## config.mk

```make
export PLATFORM = sky130hd
export DESIGN_NAME = scancode_display_ctrl
export DESIGN_NICKNAME = d
export VERILOG_FILES = /design/src/rtl/scancode_display_ctrl.sv
export SDC_FILE = /design/constraint.sdc
export NUM_CORES = 1
export LEC_CHECK = 0
export CAP_MARGIN = 20
export CORE_ASPECT_RATIO = 0.8
export CORE_UTILIZATION = 64
export CTS_BUF_LIST = sky130_fd_sc_hd__clkbuf_4 sky130_fd_sc_hd__clkbuf_8
export DETAILED_ROUTE_END_ITERATION = 12
export MAX_ROUTING_LAYER = met4
export PLACE_DENSITY_LB_ADDON = 0.08
export SLEW_MARGIN = 20
export SYNTH_ARGS = -nofsm -noshare
export SYNTH_HDL_FRONTEND = slang
export SYNTH_SLANG_ARGS = --single-unit
```

## constraint.sdc

```tcl
create_clock -name clk -period 4.23 [get_ports clk]
set_input_delay 0.6345 -clock clk [delete_from_list [all_inputs] [get_ports clk]]
set_output_delay 0.6345 -clock clk [all_outputs]
set_load 0.01 [all_outputs]
```

## src/rtl/scancode_display_ctrl.sv

```systemverilog
// scancode_display_ctrl: PS/2 scancode sequencer for the 4-digit display.
// Synchronises scan_valid, buffers accepted bytes in a FIFO and writes four
// hex nibbles per byte (newest on digits 1:0, previous on digits 3:2).
// Optional feature macro: BREAK_FILTER_EN drops 0xF0 and the byte after it.
module scancode_display_ctrl #(
  parameter int FIFO_DEPTH = 4
) (
  input  logic                        clk,
  input  logic                        reset,
  input  logic [7:0]                  scan_code,
  input  logic                        scan_valid,
  output logic [3:0]                  nibble,
  output logic [1:0]                  buf_sel,
  output logic                        load,
  output logic                        busy,
  output logic                        overflow,
  output logic [$clog2(FIFO_DEPTH):0] fifo_level
);

  localparam int AW = $clog2(FIFO_DEPTH);
  localparam logic [AW:0] FULL_LVL = (AW+1)'(FIFO_DEPTH);

  typedef enum logic [2:0] {IDLE, WR0, WR1, WR2, WR3} state_t;

  state_t        state_q;
  logic [2:0]    sync_q;
  logic          accept;
  logic          push;
  logic          pop;
  logic          full;
  logic          wr_en;
  logic          drop;
  logic [7:0]    mem_q [FIFO_DEPTH];
  logic [AW-1:0] wr_ptr_q;
  logic [AW-1:0] rd_ptr_q;
  logic [AW:0]   level_q;
  logic          overflow_q;
  logic [7:0]    head;
  logic [7:0]    cur_q;
  logic [7:0]    prev_q;
  logic [3:0]    nibble_q;
  logic [1:0]    buf_sel_q;
  logic          load_q;
  logic          busy_q;

  // Two-flop synchroniser plus a third flop for rising-edge detection.
  always_ff @(posedge clk or posedge reset) begin
    if (reset) sync_q <= '0;
    else       sync_q <= {sync_q[1:0], scan_valid};
  end

  assign accept = sync_q[1] & ~sync_q[2];

`ifdef BREAK_FILTER_EN
  logic skip_q;
  logic skip_d;

  // Break filter: 0xF0 arms the skip flag, the following byte is discarded.
  always_comb begin
    push   = 1'b0;
    skip_d = skip_q;
    if (accept) begin
      if (skip_q)                  skip_d = 1'b0;
      else if (scan_code == 8'hF0) skip_d = 1'b1;
      else                         push   = 1'b1;
    end
  end

  // Skip flag register.
  always_ff @(posedge clk or posedge reset) begin
    if (reset) skip_q <= 1'b0;
    else       skip_q <= skip_d;
  end
`else
  assign push = accept;
`endif

  // A full FIFO still accepts a push when the head is leaving the same cycle.
  assign pop   = (state_q == IDLE) && (level_q != '0);
  assign full  = (level_q == FULL_LVL);
  assign wr_en = push && (!full || pop);
  assign drop  = push && full && !pop;
  assign head  = mem_q[rd_ptr_q];

  // FIFO storage; emptied on reset through the pointers, not the contents.
  always_ff @(posedge clk) begin
    if (wr_en) mem_q[wr_ptr_q] <= scan_code;
  end

  // FIFO pointers, occupancy and sticky overflow.
  always_ff @(posedge clk or posedge reset) begin
    if (reset) begin
      wr_ptr_q   <= '0;
      rd_ptr_q   <= '0;
      level_q    <= '0;
      overflow_q <= 1'b0;
    end else begin
      if (wr_en) wr_ptr_q <= wr_ptr_q + 1'b1;
      if (pop)   rd_ptr_q <= rd_ptr_q + 1'b1;
      if (wr_en && !pop)      level_q <= level_q + 1'b1;
      else if (!wr_en && pop) level_q <= level_q - 1'b1;
      if (drop) overflow_q <= 1'b1;
    end
  end

  // Display write sequencer with registered load/select/nibble outputs.
  always_ff @(posedge clk or posedge reset) begin
    if (reset) begin
      state_q   <= IDLE;
      cur_q     <= '0;
      prev_q    <= '0;
      nibble_q  <= '0;
      buf_sel_q <= '0;
      load_q    <= 1'b0;
      busy_q    <= 1'b0;
    end else begin
      case (state_q)
        IDLE: begin
          load_q <= 1'b0;
          busy_q <= 1'b0;
          if (pop) begin
            prev_q  <= cur_q;
            cur_q   <= head;
            state_q <= WR0;
          end
        end
        WR0: begin
          load_q    <= 1'b1;
          busy_q    <= 1'b1;
          buf_sel_q <= 2'd0;
          nibble_q  <= cur_q[3:0];
          state_q   <= WR1;
        end
        WR1: begin
          load_q    <= 1'b1;
          busy_q    <= 1'b1;
          buf_sel_q <= 2'd1;
          nibble_q  <= cur_q[7:4];
          state_q   <= WR2;
        end
        WR2: begin
          load_q    <= 1'b1;
          busy_q    <= 1'b1;
          buf_sel_q <= 2'd2;
          nibble_q  <= prev_q[3:0];
          state_q   <= WR3;
        end
        WR3: begin
          load_q    <= 1'b1;
          busy_q    <= 1'b1;
          buf_sel_q <= 2'd3;
          nibble_q  <= prev_q[7:4];
          state_q   <= IDLE;
        end
        default: begin
          load_q  <= 1'b0;
          busy_q  <= 1'b0;
          state_q <= IDLE;
        end
      endcase
    end
  end

  assign nibble     = nibble_q;
  assign buf_sel    = buf_sel_q;
  assign load       = load_q;
  assign busy       = busy_q;
  assign overflow   = overflow_q;
  assign fifo_level = level_q;

endmodule

```

---- Yosys cells after proc, flatten, opt, wreduce, memory -nomap -nowiden ----
Memory sizes are Yosys's and may differ from the RTL's. A register that Yosys moved wholly into a read port is not among the register bits.
Index checks and enable logic that the tools add are counted.
word-level totals
  flip-flop bits (word level) ............. 29
  memory bits (writable) .................. 32
  input bits .............................. 11
  output and inout bits ................... 12
  logic and storage cells ................. 48
  memories kept ........................... 1
memories
  name   depth  width  read ports  clocked after memory_dff  wr ports  line  text
  mem_q  4      8      1           1                         1         33    logic [7:0] mem_q [FIFO_DEPTH];
operators by class
  $add $sub $neg .......................... 4
  equal/unequal tests ..................... 6
  mux-type cells .......................... 9
  bitwise logic cells ..................... 2
  reduce and logical (&&, ||, !) cells .... 16
operators with widths
  cell                                                                   count
  4-bit one-hot mux with 4 select lines                                  1
  3-bit one-hot mux with 4 select lines                                  1
  3-bit two-way mux                                                      3
  2-bit one-hot mux with 4 select lines                                  1
  3-bit by 2-bit equality test with 1-bit output, second input constant  2
  3-bit equality test, second input constant                             2
  1-bit logical AND                                                      6
  2-bit by 1-bit adder with 2-bit output, second input constant          2
  4-bit nonzero test                                                     1
  4-bit OR reduction                                                     1
  3-bit by 1-bit adder with 3-bit output, second input constant          1
  3-bit by 1-bit equality test with 1-bit output, second input constant  1
  1-bit zero test                                                        3
  3-bit zero test                                                        1
  1-bit two-way mux                                                      3
  3-bit nonzero test                                                     1
  3-bit by 1-bit subtractor with 3-bit output, second input constant     1
  2-bit inequality test, second input constant                           1
  2-bit AND reduction                                                    1
  2-bit nonzero test                                                     1
  1-bit AND                                                              1
  1-bit logical OR                                                       1
  1-bit NOT                                                              1

---- Depth between registers and ports, before layout ----
  depth in word-level cells ............... 8
  mapped depth ............................ 11
  mapped depth without buffers ............ 9

---- Worst setup path after synthesis ----
OpenSTA, ideal clock, no wires.
  path kind ............................... reg2reg
  from .................................... register level_q[0], in the netlist fifo_level[0]
  to ...................................... register level_q[2], in the netlist fifo_level[2]
  library setup time ...................... 0.080 ns
  arrival time ............................ 2.284 ns
  required time ........................... 4.150 ns
  slack ................................... 1.866 ns
  stages on the path, launching flop included .. 12
  buffers on the path ..................... 2
  clock period less this slack ............ 2.364 ns
  cell sequence ........................... dfrtp_1 -> or3_4 -> and2_1 -> buf_6 -> buf_12 -> inv_1 -> ha_1 -> inv_1 -> fa_1 -> xor2_1 -> nor2_1 -> xor2_1
on the way
  longest elaborated chain between the ends .. 7
  elaborated cells between the ends (all ways) .. 15
  those cells by class .................... add/sub: 2; eq/ne: 1; mux: 2; reduce/logical: 10
ends and longest elaborated chain
  element                                                                                              line  text
  start, declared                                                                                      36    logic [AW:0] level_q;
  start signal, assigned                                                                               100   if (wr_en && !pop) level_q <= level_q + 1'b1;
  start signal, assigned                                                                               101   else if (!wr_en && pop) level_q <= level_q - 1'b1;
  parallel branches: the longest is 7 deep, another holds 3-bit by 1-bit subtractor with 3-bit output  -
Several ways; the timed one is not identified. The select of a mux whose other input is x is not followed.
A chain may end at the register's enable or synchronous reset.

---- Worst setup path after layout ----
  from .................................... register state_q[0]
  to ...................................... register level_q[1], in the netlist fifo_level[1]
on the way
  longest elaborated chain between the ends .. 7
  elaborated cells between the ends (all ways) .. 10
  those cells by class .................... mux: 1; reduce/logical: 9
ends and longest elaborated chain
  element                       line  text
  start, declared               25    state_t state_q;
  start signal, assigned        109   state_q <= IDLE;
  start signal, assigned        124   state_q <= WR0;
  start signal, assigned        132   state_q <= WR1;
  3-bit zero test (*)           79    assign pop = (state_q == IDLE) && (level_q != '0);
  1-bit logical AND (*)         79
  1-bit logical OR              81    assign wr_en = push && (!full || pop);
  1-bit logical AND             81
  1-bit zero test               101
  1-bit logical AND             101
  2-bit nonzero test (no line)  -
Every way passes the cells marked *; elsewhere a longest branch is shown, timed or not.

==> summary.txt <==
Outcome
  – Status: completed

Critical path
  – CP max FO: 26
  – Crit-path cells: nor3_1 -> and2_1 -> buf_4 -> inv_1 -> ha_1 -> inv_1 -> fa_1 -> mux2_2
  – Slowest stage delay, CP: ~0.69 ns
  – FF-to-FF Start: state_q[0]
  – Most used cell, CP: inv_1
  – Slowest-stage cell, CP: dfrtp_1
  – Worst Path Arrival: 3.02 ns
  – Worst setup path class: register to register
  – CP required: around 4.5 ns
  – Startpoint class of the critical path: register
  – CP endpoint kind: register
  – Flop-to-flop setup slack: ~1.4 ns
  – CP Launch Point: state_q[0]

STA
  – Setup repair after global routing missed its margin: no
  – Hold Fails Final Rpt: 0
  – Worst Clk Skew: approximately 0.0066 ns
  – Final setup viols: 0
  – Achievable clock frequency: 357 MHz
  – Crit path time final: 2.80 ns
  – Final setup TNS: 0 ns
  – Worst-Margin Slew: 0.833 ns
  – Final Max Slew Viols: 0
  – Max_slew headroom: 44.5%
  – Fin crit share: roughly 66%

CTS
  – Post-CTS setup buffers: 0
  – CTS buffer count: 9
  – # resized after CTS: 0
  – Hold_buf cts: 0
  – Htree depth: 3
  – Worst-Skew Late Latency: between 0.3 and 0.4 ns
  – CTS tree: done
  – Clk pin slew, worst setup/hold paths: roughly 0.07 ns
  – Worst-case clock buffer depth: 2
  – Clock Sinks: a little under 70
  – Clock Root Buffer: clkbuf_8

Die
  – Cell row count: 21
  – Chip Width: about 78 um
  – Core area: ~4300 um^2
  – Starting Density: roughly 70%
  – Die Ht: 62.9 um
  – I/O Pins: 23
  – Die area: 4920 um^2

Drt
  – Vias: around 1600
  – DRT antenna net count: 0
  – Drt first pass iters: 4
  – Detailed Route WL: 4980 um
  – Routed vias/inst: roughly 5.9
  – Detailed router's first-iteration violation count: ~120
  – WL per Instance: between 15 and 20 um
  – DRC Markers: 0

Logic synthesis
  – Cells after Synth: 184
  – Simple-Gate Fraction of Synth Area: between 7 and 8%
  – Adder-cell area share of the yosys netlist: 2.78%
  – Yosys Warn Count: 0
  – Number of synthesized flops with an enable pin: 32
  – Net Count, Synth: roughly 200
  – Flops & latches, synth: 69
  – Post-Syn Area: a little under 3000 um^2
  – Largest family of logic cells by synthesized area: multiplexers
  – Library cells used by synthesis: 48
  – Avg Cell Area, Syn: between 15 and 20 um^2
  – XOR/XNOR Fraction of Synth Area: 2.36%
  – Fraction of registers with async set/reset: between 50% and 60%
  – Multiplexer share of the synthesized area: between 15 and 20%
  – Synth Area in Compound Gates: 4.80%
  – Post-synthesis sequential area ratio: 63.5%
  – Synth Flop Type: dfrtp_1

Global routing
  – Initial antenna violation count: 0
  – Pin count of the biggest net entering global routing: 28
  – GRT Max-Usage Layer: met2
  – Grt total ovfl: 0
  – Grt met2 use: between 30% and 40%
  – Vias in the first global route: between 1500 and 2000
  – Tot GR Track Use: approximately a quarter
  – First-pass GRT wire length: around 8500 um
  – Met1 GRT Util: around a third
  – GRT met3 Usage: 8.76%

Final layout
  – # nets final: ~230
  – Cell area after layout: ~3400 um^2
  – Number of diodes: 0
  – Layout cells sized above 1: between 20% and 30%
  – Non-Filler Instances: 272
  – Layout overhead on the synthesized area: 15.4%

Power
  – Proportion of power drawn by the clock network: between 10% and 20%
  – Net Switching: between 800 and 900 uW
  – Flop pwr share: ~45%
  – Combinational Power Share: between 30% and 40%
  – Pleak: 1.33 nW
  – Cell internal pwr: roughly 1.8 mW
  – Design Power: between 2 and 3 mW
  – Cell Pwr Density: ~770 nW/um^2
  – Sw Ratio: roughly 32%
  – Worst IR Drop VDD: around 0.00047 V

Job
  – Maxcap violations: 0

Placement
  – Area after DPL: 3210 um^2
  – Post-DP HPWL: ~3300 um
  – Final Wtd Congestion: 0.752
  – Post-placement cell count: around 260
  – Port Buf Inserts: 22

Worst hold path
  – Hold Path Class: register to register
  – Hold_sp: sync_q[0]
## cells by family after synthesis
kind of cell,after synthesis
AO/OA/AOI/OAI,18
AND/OR/NAND/NOR,36
multiplexers,31
flip-flops,69
adder cells (fa/ha/maj),6
XOR/XNOR,8
buffers and inverters,16
## metrics by stage
stage | setup WS, ns | utilization [%] | hold slack, ns
after floorplan | 1.87 | - | 0.331
after global placement | 1.63 | 74.4 | 0.341
after detailed placement | 1.49 | 74.4 | 0.339
after CTS | 1.46 | 78.9 | 0.358
after global routing | 1.25 | 79.6 | 0.369
final | 1.43 | 79.6 | 0.354
## layout by cell type, fill, tap and decap left out, types with 3 or more instances in the layout
| cell type | count |
|---|---|
| dfrtp_1 | 37 |
| edfxtp_1 | 32 |
| clkdlybuf4s50_1 | 22 |
| clkbuf_8 | 12 |
| mux2_2 | 11 |
| mux4_2 | 8 |
| mux2_4 | 8 |
| nor2_1 | 7 |
| and2_1 | 6 |
| inv_1 | 6 |
| xnor2_1 | 5 |
| ha_1 | 5 |
| nand3_1 | 4 |
| xor2_1 | 3 |
| mux2i_1 | 3 |
| o21ai_0 | 3 |
| clkbuf_4 | 3 |
## layout make-up
| class | count | area, um^2 |
|---|---|---|
| fillers | 244 | 881 |
| inverters | 6 | 22.5 |
| well taps | 57 | 71.3 |
| repair buffers | 25 | 263 |
| clock inverters | 1 | 5.00 |
| clock buffers | 15 | 188 |
| multi-input cells | 99 | 992 |
| flip-flops and latches | 69 | 1890 |
## worst max-delay path: cells and delay by family, from the launching register on
| kind | cells | cell delay (ns) |
|---|---|---|
| buffers and inverters | 3 | 0.44 |
| flip-flops | 1 | 0.69 |
| adder cells (fa/ha/maj) | 2 | 0.63 |
| multiplexers | 1 | 0.27 |
| AND/OR/NAND/NOR | 2 | 0.65 |
## per-layer routing
metal | share of wire [%] | vias to the layer above | wire length (um)
li1 | - | 740 | -
met1 | 45 | 818 | 2240
met2 | 51 | 38 | 2530
met3 | 3.9 | 2 | 194
met4 | 0.36 | 0 | 18
met5 | 0 | - | 0
## final timing paths
kind,to,cells past startpoint
hold / removal,sync_q[1],0
max in group asynchronous,prev_q[4],4
hold reg to reg,sync_q[1],0
setup / recovery,fifo_level[1],8
min in group asynchronous,cur_q[2],2
setup reg to reg,fifo_level[1],8
## state kept, by name, indices dropped and copies added, names as in the netlist
name        flops
cur_q           8
busy            1
buf_sel         2
wr_ptr_q        2
fifo_level      3
mem_q          32
sync_q          3
rd_ptr_q        2
prev_q          8
nibble          4
overflow        1
state_q         3
## synthesized netlist by cell type (all sizes together) (4+ instances only)
library cell,number,area [um^2]
and2,6,37.5
buf,8,62.6
dfrtp,37,926
edfxtp,32,961
ha,5,62.6
inv,6,22.5
mux2,20,255
mux4,8,180
nand3,4,20.0
nor2,7,26.3
xnor2,5,43.8
## power groups by stage
stage               Combinational (mW)  Sequential (mW)  Clock [mW]
floorplan                        0.810             1.07           0
global placement                 0.895             1.17           0
detailed placement               0.943             1.19           0
CTS                              0.956             1.18       0.510
global route                      1.03             1.22       0.537
finish                           0.948             1.18       0.499
(Power assumes the default switching activity.)
==> patch 1: new RTL, same flow settings <==
Change the parameter `FIFO_DEPTH` from 4 to 8.
--- a/src/rtl/scancode_display_ctrl.sv
+++ b/src/rtl/scancode_display_ctrl.sv
@@ -4,5 +4,5 @@
 // Optional feature macro: BREAK_FILTER_EN drops 0xF0 and the byte after it.
 module scancode_display_ctrl #(
-  parameter int FIFO_DEPTH = 4
+  parameter int FIFO_DEPTH = 8
 ) (
   input  logic                        clk,
Ports: changed (resized fifo_level); port bits go from 23 to 24. No check against the original RTL was run, so the function may have changed too.
==> patch 1 against the original RTL <==
  * Via count rose by 39%
  * Clock skew rose by 4.4 ps
  * Final area rose by 38%
  * Wire length rose by 39%
  * Synthesized area rose by 44%
  * Worst setup slack got worse by 370 ps
  * Count of clock-buffer cells in the layout fell by 6
  * Die area rose by 43%
  * Power rose by 26%
  * Non-clock buffer count rose by 2
  * Sequential cell count rose by 35
  * Critical endpoint is now fifo_level[3]
==> patch 1: results (changes against the original RTL) <==
DRT iter0 DRCs: 108 (-6.1%)
P_leak: 1.724 nW (+30%)
Pint: 0.002181 W (+23%)
Vias in the first global route: 2,088 (+25%)
Overall global routing resource usage: 0.2332 (-0.01224)
Post-synthesis mux area share: 0.1414 (-0.01528)
Post-Synthesis Cells: 266 (+45%)
Post-synthesis register bit count: 104 (+51%)
Layout Nets: 307 (+35%)
DP Area: 0.004563 mm² (+42%)
Post-DR wirelength/cell: 18.26 µm (-0.16%)
Critical Path Max Stage Delay: 590 ps (-100 ps)
Async SR Flop Fraction: 0.3846 (-0.1516)
Non-clk buf share: 0.05485 (-0.02179)
Met2 GRT Util: 0.3292 (-0.04575)
Crit path DAT: 3410 ps (+390 ps)
First-pass GRT wire length: 11,080 µm (+31%)
Clk pin slew, worst setup/hold paths: 90 ps (+20 ps)
Signal buffers: 27 (+8.0%)
Global routing usage on met1: 0.3359 (+0.02074)
Post-synth EDFFs: 64 (+100%)
Synth cell types: 44 (-8.3%)
Pin count of the biggest net entering global routing: 41 (+46%)
Met3 Use GR: 0.05455 (-0.03305)
Synth Area in XOR/XNOR: 0.01840 (-0.005179)
Status: finished clean
Worst slew pin tran: 905.3 ps (+72.26 ps)
Max VDD drop: 0.4301 mV (-9.0%)
Max reg flops: 64 (+100%)
Top flop regs: mem_q: 64 flops, cur_q: 8 flops, prev_q: 8 flops
Leading cell kind: flip-flops and latches
Top cells by count, synth: edfxtp_1 (64), dfrtp_1 (40), nor2_1 (20)
Vias per cell: 5.879 (about the same)
Logic inverters: 9 (+3)
Placed cell count: 363 (+42%)
Fraction of area in multi-input gates: 0.2616 (-0.02781)
Pre-CTS WS: 1066 ps (-421.4 ps)
Core area: 0.006441 mm² (+49%)
Clk cell area share: 0.03797 (-0.01823)
Maximum fanout along the worst path: 19 (-27%)
Register area: 0.002924 mm² (+55%)
Synth Area in Compound Gates: 0.05432 (+0.006322)
Crit path max-delay family: compound AO/OA/AOI/OAI gates
Sequential share of the synthesized area: 0.6822 (+0.04730)
Skew-Pair Late Insertion Delay: 370 ps (+40 ps)
DP Wirelength: 4653 µm (+43%)
Multi-In Gates: 139 (+40%)
Util after Layout: 0.7366 (-0.05899)
Clock share of power: 0.168 (-0.022)
Routed WL: 6921 µm (+39%)
Share of cells above drive strength 1: 0.1729 (-0.05037)
Gate power share: 0.341 (-0.020)
Clk pwr: 0.000556 W (+11%)
Synthesized-area fraction occupied by adder cells: 0.01928 (-0.008514)
Global placer's final weighted congestion: 0.8087 (+7.5%)
Synth Net Count: 283 (+41%)
-- patch 1: changes by cell type after synthesis, sizes merged, moves of 3 or more --
cell,before,now
a21oi,1,11
and2,6,1
dfrtp,37,40
edfxtp,32,64
inv,6,9
mux2,20,9
mux2i,3,14
mux4,8,16
nand2,2,12
nand3,4,1
nor2,7,21
nor3,1,6
o21ai,3,7
-- patch 1: final timing paths --
path                       startpoint             to  slack, ps  cells past startpoint
max in group asynchronous       reset    rd_ptr_q[1]       3180                      3
min in group asynchronous       reset    wr_ptr_q[2]        680                      3
max                        state_q[2]  fifo_level[3]       1060                      8
max reg2reg                state_q[2]  fifo_level[3]       1060                      8
min                         sync_q[0]      sync_q[1]        360                      0
min reg2reg                 sync_q[0]      sync_q[1]        360                      0
-- patch 1: metal layers --
layer	vias up	part of all wire
met5	-	0
met4	0	0.015
met3	11	0.045
met2	60	0.46
met1	1113	0.48
li1	1044	-
==> patch 2: new RTL, config.mk and constraints unchanged <==
Made on the original files. Re-encode `state_t` (5 states) as one-hot, 5 bits wide.
--- a/src/rtl/scancode_display_ctrl.sv
+++ b/src/rtl/scancode_display_ctrl.sv
@@ -21,5 +21,5 @@
   localparam logic [AW:0] FULL_LVL = (AW+1)'(FIFO_DEPTH);
 
-  typedef enum logic [2:0] {IDLE, WR0, WR1, WR2, WR3} state_t;
+  typedef enum logic [4:0] {IDLE = 5'b00001, WR0 = 5'b00010, WR1 = 5'b00100, WR2 = 5'b01000, WR3 = 5'b10000} state_t;
 
   state_t        state_q;
Check against the original RTL: no difference found for any inputs over 10 cycles, from zero or initial values and one cycle with reset high; not proved beyond that.
==> patch 2 against the original RTL <==
  * Sequential power fell by 5%
  * Global-route usage fell by 0.39 points
  * Maximum frequency rose by 6.5%
  * Sequential cell count rose by 2
  * Worst hold slack improved by 14 ps
  * Final area fell by 0.11%
  * Power fell by 5.3%
  * Worst setup slack improved by 170 ps
  * Critical path depth rose by 1
  * Synthesized area barely moved
  * Clock skew fell by 1.1 ps
  * Wire length fell by 4.3%
==> patch 2: results (changes against the original RTL) <==
Clock skew: 5.497 ps (-1.092 ps)
Maximum fanout along the worst path: 15 (-42%)
Layout Nets: 229 (+0.88%)
Vias post-DR: 1,566 (-2.0%)
Async SR Flop Fraction: 0.5493 (+0.01306)
Worst slew pin tran: 593.5 ps (-239.5 ps)
P_leak: 1.380 nW (+3.7%)
CTS root buffer: clkbuf_8
Worst hold slack: 367.9 ps (+13.59 ps)
Filler cell count: 250 (+2.5%)
Synth area leaders: edfxtp_1 (32%), dfrtp_1 (32%), mux2_2 (6.1%)
Sequential share of the synthesized area: 0.6519 (+0.01699)
Status: finished clean
Vias in the first global route: 1,696 (+1.9%)
Share of cells above drive strength 1: 0.2120 (-0.01127)
Crit path DAT: 2890 ps (-130 ps)
Area growth syn-to-layout: 15.19%
Top cells by count, synth: dfrtp_1 (38), edfxtp_1 (32), mux2_2 (16)
Max VDD drop: 0.4283 mV (-9.3%)
Pin count of the biggest net entering global routing: 32 (+14%)
Critical Path Max Stage Delay: 540 ps (-150 ps)
Synth cell types: 41 (-15%)
DP Wirelength: 3286 µm (+0.64%)
Pre-CTS WS: 1645 ps (+156.8 ps)
Crit path max-delay family: simple AND/OR/NAND/NOR gates
Non-Filler Instances: 274 (+0.74%)
Post-DR wirelength/cell: 17.37 µm (-5.0%)
Synth Net Count: 204 (+1.5%)
First-pass GRT wire length: 8307 µm (-2.0%)
Overall global routing resource usage: 0.2416 (-0.003858)
Placed cell count: 258 (+1.2%)
DP Area: 0.003213 mm² (+0.16%)
DRT iter0 DRCs: 68 (-41%)
## patch 2: changes by cell type after synthesis, moves of 3 or more
cell / unedited run / this run
nand2_1: 2 / 7
mux2_4: 8 / 0
mux2_2: 11 / 16
nand3_1: 4 / 0
mux2i_1: 3 / 8
a22oi_1: 1 / 4
buf_4: 1 / 5
a2bb2oi_1: 0 / 4
## patch 2: per-layer routing
metal  wire (µm)  vias up  GRT usage  share of wire
li1            -      736          -              -
met2        2351       36     0.3739           0.49
met4          74        0    0.08333          0.016
met1        2166      788     0.2956           0.46
met3         167        6    0.08905          0.035
met5           0        -          -              0
## patch 2: cell type report
type,count,share of cell area
Inverter,7,0.007673
Tap cell,57,0.02083
Timing Repair Buffer,24,0.06869
Multi-Input combinational cell,99,0.2751
Clock inverter,7,0.02558
Clock buffer,9,0.03617
Sequential cell,71,0.5659
## patch 2: power by group through the flow
stage                     Clock (W)  Combinational [W]  Sequential, W
after floorplan                   0           0.000653        0.00106
after global placement            0           0.000765        0.00112
after CTS                  0.000573           0.000818        0.00112
final                      0.000563           0.000807        0.00112
after global routing       0.000602           0.000886        0.00115
after detailed placement          0           0.000806        0.00114
## patch 2: cells by family after synthesis
logic type | synth area share
AOI/OAI and AO/OA | 0.05682
xor gates and xnor gates | 0.02062
adders and majority gates | 0.02778
buffers and inverters | 0.03115
DFF | 0.6519
muxes | 0.1557
and+or+nand+nor | 0.05598
## patch 2: worst paths after layout
check | end | depth (start not counted) | startpoint
max | fifo_level[2] | 9 | state_q[2]
min | sync_q[1] | 0 | sync_q[0]
max reg2reg | fifo_level[2] | 9 | state_q[2]
min reg2reg | sync_q[1] | 0 | sync_q[0]
max in group asynchronous | state_q[0] | 3 | reset
min in group asynchronous | wr_ptr_q[1] | 2 | reset
